## src/rtl/mopshub_sdo_pkg.sv

```systemverilog
// Shared definitions for the MOPSHUB SDO transaction tracker: COB-ID ranges,
// frame field positions and the per-bus slot record.
package mopshub_sdo_pkg;

  localparam logic [11:0] SDO_TX_BASE = 12'h600;
  localparam logic [11:0] SDO_RX_BASE = 12'h580;

  // Frame layout: [75:64] = {1'b0, COB-ID}, [63:0] = data bytes, byte0 at top.
  localparam int COBID_HI = 75;
  localparam int COBID_LO = 64;
  localparam int NODE_HI  = 6;
  localparam int NODE_LO  = 0;
  localparam int MUX_HI   = 55;
  localparam int MUX_LO   = 32;

  typedef struct packed {
    logic        valid;
    logic [6:0]  node;
    logic [23:0] mux;
    logic [7:0]  age;
  } sdo_slot_t;

  function automatic logic is_sdo_req(input logic [11:0] cob);
    return (cob > SDO_TX_BASE) && (cob <= SDO_TX_BASE + 12'h07F);
  endfunction

  function automatic logic is_sdo_resp(input logic [11:0] cob);
    return (cob > SDO_RX_BASE) && (cob <= SDO_RX_BASE + 12'h07F);
  endfunction

endpackage

```

## src/rtl/sdo_tick_gen.sv

```systemverilog
// Free-running divider producing a one-cycle tick every TICK_DIV clocks.
module sdo_tick_gen #(
  parameter int TICK_DIV = 40
) (
  input  logic clk,
  input  logic rst,
  output logic tick
);

  localparam int CW = (TICK_DIV > 1) ? $clog2(TICK_DIV) : 1;

  logic [CW-1:0] cnt_q;
  logic [CW-1:0] cnt_d;
  logic          wrap;

  always_comb begin
    wrap  = (cnt_q == CW'(TICK_DIV - 1));
    cnt_d = wrap ? '0 : cnt_q + CW'(1);
  end

  always_ff @(posedge clk) begin
    if (rst) begin
      cnt_q <= '0;
    end else begin
      cnt_q <= cnt_d;
    end
  end

  assign tick = wrap;

endmodule

```

## src/rtl/sdo_transaction_tracker.sv

```systemverilog
// Pairs SDO requests on the downlink with responses on the uplink per CAN bus,
// reporting latency, timeouts, rejected requests and stray responses.
module sdo_transaction_tracker
  import mopshub_sdo_pkg::*;
#(
  parameter int N_BUSES       = 16,
  parameter int TICK_DIV      = 40,
  parameter int TIMEOUT_TICKS = 200
) (
  input  logic        clk,
  input  logic        rst,
  input  logic        tra_valid,
  input  logic [75:0] data_tra_downlink,
  input  logic [4:0]  can_tra_select,
  input  logic        rec_valid,
  input  logic [75:0] data_rec_uplink,
  input  logic [4:0]  can_rec_select,
  output logic        resp_valid,
  output logic [4:0]  resp_bus,
  output logic [63:0] resp_data,
  output logic [7:0]  resp_latency,
  output logic        timeout_valid,
  output logic [4:0]  timeout_bus,
  output logic        req_reject,
  output logic        stray_resp,
  output logic [31:0] busy
);

  logic tick;

  sdo_tick_gen #(.TICK_DIV(TICK_DIV)) u_tick_gen (
    .clk  (clk),
    .rst  (rst),
    .tick (tick)
  );

  logic [11:0] tra_cob;
  logic [11:0] rec_cob;
  logic [23:0] tra_mux;
  logic [23:0] rec_mux;
  logic        tra_req;
  logic        rec_rsp;
  logic        rec_in_range;

  assign tra_cob      = data_tra_downlink[COBID_HI:COBID_LO];
  assign rec_cob      = data_rec_uplink[COBID_HI:COBID_LO];
  assign tra_mux      = data_tra_downlink[MUX_HI:MUX_LO];
  assign rec_mux      = data_rec_uplink[MUX_HI:MUX_LO];
  assign tra_req      = tra_valid && is_sdo_req(tra_cob);
  assign rec_rsp      = rec_valid && is_sdo_resp(rec_cob);
  assign rec_in_range = (32'(can_rec_select) < N_BUSES);

  logic [4:0] scan_q;
  logic [4:0] scan_d;

  logic [N_BUSES-1:0] match;
  logic [N_BUSES-1:0] expire;
  logic [N_BUSES-1:0] reject_v;
  logic [N_BUSES-1:0] valid_vec;
  logic [7:0]         lat_arr [N_BUSES];

  for (genvar gi = 0; gi < N_BUSES; gi++) begin : g_slot
    sdo_slot_t slot_q;
    sdo_slot_t slot_d;
    logic      req_sel;
    logic      rsp_sel;
    logic      hit;
    logic      exp_hit;
    logic      free;

    assign req_sel = tra_req && (can_tra_select == 5'(gi));
    assign rsp_sel = rec_rsp && (can_rec_select == 5'(gi));
    assign hit     = rsp_sel && slot_q.valid
                     && (slot_q.node == rec_cob[NODE_HI:NODE_LO])
                     && (slot_q.mux == rec_mux);
    // A matched response on the scanned slot takes precedence over expiry.
    assign exp_hit = (scan_q == 5'(gi)) && slot_q.valid
                     && (slot_q.age >= 8'(TIMEOUT_TICKS)) && !hit;
    assign free    = !slot_q.valid || hit || exp_hit;

    always_comb begin
      slot_d = slot_q;
      if (tick && slot_q.valid && (slot_q.age != 8'hFF)) begin
        slot_d.age = slot_q.age + 8'd1;
      end
      if (hit || exp_hit) begin
        slot_d = '0;
      end
      if (req_sel && free) begin
        slot_d.valid = 1'b1;
        slot_d.node  = tra_cob[NODE_HI:NODE_LO];
        slot_d.mux   = tra_mux;
        slot_d.age   = 8'd0;
      end
    end

    always_ff @(posedge clk) begin
      if (rst) begin
        slot_q <= '0;
      end else begin
        slot_q <= slot_d;
      end
    end

    assign match[gi]     = hit;
    assign expire[gi]    = exp_hit;
    assign reject_v[gi]  = req_sel && !free;
    assign valid_vec[gi] = slot_q.valid;
    assign lat_arr[gi]   = hit ? slot_q.age : 8'd0;
  end

  logic        resp_valid_q, resp_valid_d;
  logic [4:0]  resp_bus_q, resp_bus_d;
  logic [63:0] resp_data_q, resp_data_d;
  logic [7:0]  resp_latency_q, resp_latency_d;
  logic        timeout_valid_q, timeout_valid_d;
  logic [4:0]  timeout_bus_q, timeout_bus_d;
  logic        req_reject_q, req_reject_d;
  logic        stray_resp_q, stray_resp_d;

  always_comb begin
    scan_d = (scan_q == 5'(N_BUSES - 1)) ? 5'd0 : scan_q + 5'd1;

    resp_valid_d   = |match;
    resp_bus_d     = resp_bus_q;
    resp_data_d    = resp_data_q;
    resp_latency_d = resp_latency_q;
    if (|match) begin
      resp_bus_d     = can_rec_select;
      resp_data_d    = data_rec_uplink[63:0];
      resp_latency_d = 8'd0;
      for (int i = 0; i < N_BUSES; i++) begin
        resp_latency_d = resp_latency_d | lat_arr[i];
      end
    end

    timeout_valid_d = |expire;
    timeout_bus_d   = (|expire) ? scan_q : timeout_bus_q;
    req_reject_d    = |reject_v;
    stray_resp_d    = rec_rsp && rec_in_range && !(|match);
  end

  always_ff @(posedge clk) begin
    if (rst) begin
      scan_q          <= '0;
      resp_valid_q    <= 1'b0;
      resp_bus_q      <= '0;
      resp_data_q     <= '0;
      resp_latency_q  <= '0;
      timeout_valid_q <= 1'b0;
      timeout_bus_q   <= '0;
      req_reject_q    <= 1'b0;
      stray_resp_q    <= 1'b0;
    end else begin
      scan_q          <= scan_d;
      resp_valid_q    <= resp_valid_d;
      resp_bus_q      <= resp_bus_d;
      resp_data_q     <= resp_data_d;
      resp_latency_q  <= resp_latency_d;
      timeout_valid_q <= timeout_valid_d;
      timeout_bus_q   <= timeout_bus_d;
      req_reject_q    <= req_reject_d;
      stray_resp_q    <= stray_resp_d;
    end
  end

  assign resp_valid    = resp_valid_q;
  assign resp_bus      = resp_bus_q;
  assign resp_data     = resp_data_q;
  assign resp_latency  = resp_latency_q;
  assign timeout_valid = timeout_valid_q;
  assign timeout_bus   = timeout_bus_q;
  assign req_reject    = req_reject_q;
  assign stray_resp    = stray_resp_q;
  assign busy          = 32'(valid_vec);

endmodule
```

## config.mk

```make
export PLATFORM = sky130hd
export DESIGN_NAME = sdo_transaction_tracker
export DESIGN_NICKNAME = d
export VERILOG_FILES = /design/src/rtl/mopshub_sdo_pkg.sv /design/src/rtl/sdo_tick_gen.sv /design/src/rtl/sdo_transaction_tracker.sv
export SDC_FILE = /design/constraint.sdc
export NUM_CORES = 2
export LEC_CHECK = 0
export CAP_MARGIN = 20
export CORE_MARGIN = 10
export CORE_UTILIZATION = 58
export CTS_CLUSTER_DIAMETER = 100
export DETAILED_ROUTE_END_ITERATION = 8
export GPL_ROUTABILITY_DRIVEN = 0
export PLACE_DENSITY = 0.78
export SYNTH_ARGS = -nofsm -noshare
export SYNTH_HDL_FRONTEND = slang
export SYNTH_SLANG_ARGS = --single-unit
```

## constraint.sdc

```tcl
create_clock -name clk -period 4.1 [get_ports clk]
set_clock_uncertainty 0.05 [all_clocks]
set_input_delay 0.615 -clock clk [delete_from_list [all_inputs] [get_ports clk]]
set_output_delay 0.615 -clock clk [all_outputs]
set_load 0.05 [all_outputs]
```

==> run summary <==
The insertion delay to the later sink of the worst-skew pair is 0.64 ns. The count of final hold-check violations came out at 0. The final core utilization is 0.702. The via count of the first global-routing pass came out at 28000. The number of antenna violations at the first check in global routing came out at 0. The via count came out at 28800. In this run the worst path has a maximum fanout of 16. The data arrival time at the worst-slack endpoint came out at 4.38 ns.

In the synthesized netlist the async set-or-reset flop fraction comes to 0. The library cells used most frequently in the layout, excluding fill and tap cells, are dfxtp_1, a22o_1, xnor2_1. Port buffering added 227 buffers.

The post-detailed-route DRC marker count came out at 0. The final number of setup-violating endpoints came out at 0. The floorplan step set the die height to 259 um. The number of instances in the synthesized netlist is 3316.

The post-CTS setup buffer count is 0. In this run the remaining antenna-violating nets after routing total 0. The area added between synthesis and finish is 19.7%. The detailed-router iteration count before antenna repair is 5.

The leading cell type in the layout, fill and taps excluded is dfxtp_1. The number of slew-limit violations in the final report is 0. Clock tree synthesis found a total of 737 sinks.

The fraction of layout instances using a drive strength above 1 came out at 0.111. For this run, the slowest stage of the critical path takes 0.57 ns. The die is 259 um wide. Clock tree synthesis selected as its root buffer the cell clkbuf_16. The ratio of total power to cell area is 390 nW/um2. The leakage power summed over all cells is 15.2 nW. The most used flip-flop cell after synthesis is dfxtp_1.

The slowest stage cell on the critical path is or4_4. The final critical path time including I/O delays and setup came out at 3.88 ns. The worst slack after detailed placement came out at -0.310 ns. The number of max-cap violations came out at 0. The path class of the tightest hold or removal check is reg -> reg.

TritonCTS built the clock tree. The number of buffers and inverters on the critical path came out at 4. The count of different cell masters after synthesis is 64. The post-synthesis cell area came out at 33100 um2. The top-area cell type share of the netlist area is 0.446. After detailed routing, the number of vias per cell comes to 6.66. The final routed wire length divided by cell count is 27.6 um. The worst setup path is captured at a flop.

The worst setup path is launched from an input port. The fmax is 258 MHz. For this configuration, the core starts out at a cell density of 0.586. The signal on the critical path passes through clkdlybuf4s50_1, buf_12, buf_4, xor2_1, nor4_1, nand4_1, nor4_2, o22ai_1, or4_4, nor4_4, buf_4, mux2i_1.

The number of violations reported at the end of detailed-routing iteration 0 came out at 3643. The overall power consumption is 15.5 mW. In this run the tightest slew margin relative to its limit is 0.144.

The region available for standard cell placement spans 56500 um2. The sum of negative setup slack came out at 0 ns. The sequential fraction of the synthesis area came out at 0.446.

The number of enable-type register cells in the synthesized netlist is 0. The smallest hold slack is 0.404 ns. The largest total area in the synthesized netlist belongs to dfxtp_1.

The post-cts hold buffer count came out at 0. The residual overflow from global routing is 0. Setup repair after global routing left no endpoint under its margin.

The number of synthesized register bits is 737. 284 I/O pins were placed. In the global route stage, overall resource usage came out at 0.341. The family with the most delay on the worst path is simple AND/OR/NAND/NOR gates. Data on the critical path is required at its endpoint by 4.60 ns. Counting stages on the worst path, the most repeated cell is buf_4. The total number of H-tree levels is 3.

The flow ran to the end, and the final reports show no timing, DRC or antenna violations. The number of synthesis warnings came out at 0. The number of clock buffers added by TritonCTS is 77. The maximum count of clock buffers along a single path came out at 3. The pin slew with the least headroom to its limit came out at 1.28 ns. The maximum number of pins on one net before global-route repair is 72. At the end of the flow, the number of nets in the layout was 3705.

The aggregate routed wire length is 119 mm. The number of placement rows came out at 87. The critical path is of the in -> reg type. The full die area is 67000 um2. The CTS clock-pin slew for the worst setup and hold paths is 0.06 ns. The quantity of gates resized following cts is 0. The ratio of final minimum period to clock period came out at 0.946. Across the VDD grid, the largest voltage drop is 282 uV.

By area the synthesized netlist is led by dfxtp_1, a22o_1, xnor2_1. The first-pass GRT wire length came out at 176 mm. The least setup slack across all paths after layout came out at 0.220 ns.

The average footprint of a synthesized cell came out at 9.98 um2. The post-DP HPWL came out at 76.8 mm.
==> report_power, final <==
part | internal (mW) | switching (mW) | leakage [nW] | total (mW)
Combinational | 0.408 | 0.764 | 8.02 | 1.17
Clock | 4.14 | 2.98 | 1.27 | 7.12
Sequential | 7.17 | 0.00834 | 5.93 | 7.17
Total | 11.7 | 3.75 | 15.2 | 15.5
==> per-layer routing <==
metal  wire [um]  track usage  vias up
met5           0            0        -
li1            -            -    12200
met1       42400        0.409    13900
met4        9580        0.229        0
met3       13900       0.0867      644
met2       53200        0.535     2075
==> tightest hold or removal path: cells and delay by family (launching register included) <==
family	cells	cell delay (ns)
AOI/OAI and AO/OA	1	0.05
DFF	1	0.31
and+or+nand+nor	1	0.05
==> cell type report <==
class	count	area, um2
Antenna cell	1	2.50
Clock buffer	116	2290
Clock inverter	23	292
Fill cell	4085	16900
Inverter	49	184
Multi-Input combinational cell	2219	16900
Sequential cell	737	14800
Tap cell	756	946
Timing Repair Buffer	417	4290
==> metrics by stage <==
step | instance area, um2 | instances
after CTS | 39600 | 4316
final | 39600 | 4318
after floorplan | 33200 | 3331
after global routing | 39600 | 4317
after detailed placement | 37000 | 4177
after global placement | 37000 | 4177
==> kinds of logic (layout without fill, tap and decap cells) <==
family                   Yosys count  count (layout)  share of synthesized area
flip-flops                       737             737                      0.446
multiplexers                      89              89                     0.0269
XOR/XNOR                         610             610                      0.161
adder cells (fa/ha/maj)           38              38                     0.0144
AO/OA/AOI/OAI                    639             639                      0.165
other                              1              17                   0.000113
buffers and inverters            375             605                     0.0528
AND/OR/NAND/NOR                  827             827                      0.134
==> registers in the layout (all words and copies together), names as in the netlist <==
register          cells
busy                 16
u_tick_gen.cnt_q      6
scan_q                5
timeout_valid         1
resp_latency          8
g_slot.slot_q       624
resp_data            64
req_reject            1
resp_valid            1
timeout_bus           5
stray_resp            1
resp_bus              5
==> synth_stat cells, types with 14 or more instances <==
library cell  instances
and4_1               34
or3_1                14
nor3_1               40
and3_1               31
clkbuf_1            178
a21oi_1              34
dfxtp_1             737
buf_2                52
ha_1                 38
nand3_1              63
nand2_1             103
a22o_1              524
buf_1                33
inv_1                48
nor2b_1              45
nand4_1             146
xor2_1              223
nor4_1               74
nor2_1              225
a221oi_1             31
xnor2_1             387
mux2i_1              89
buf_4                53
==> path summary, 6_finish.rpt <==
kind                                     startpoint                            to  slack [ns]  cells past startpoint
setup / recovery                data_rec_uplink[70]   timeout_bus[0]$_SDFFE_PP0P_        0.22                     12
hold / removal         resp_latency[0]$_SDFFE_PP0N_  resp_latency[0]$_SDFFE_PP0N_        0.40                      2
setup reg to reg  g_slot[7].slot_q[27]$_SDFFE_PP0P_   timeout_bus[0]$_SDFFE_PP0P_        0.82                     11
hold reg to reg        resp_latency[0]$_SDFFE_PP0N_  resp_latency[0]$_SDFFE_PP0N_        0.40                      2
No activity file was read; power rests on OpenSTA's default activity.
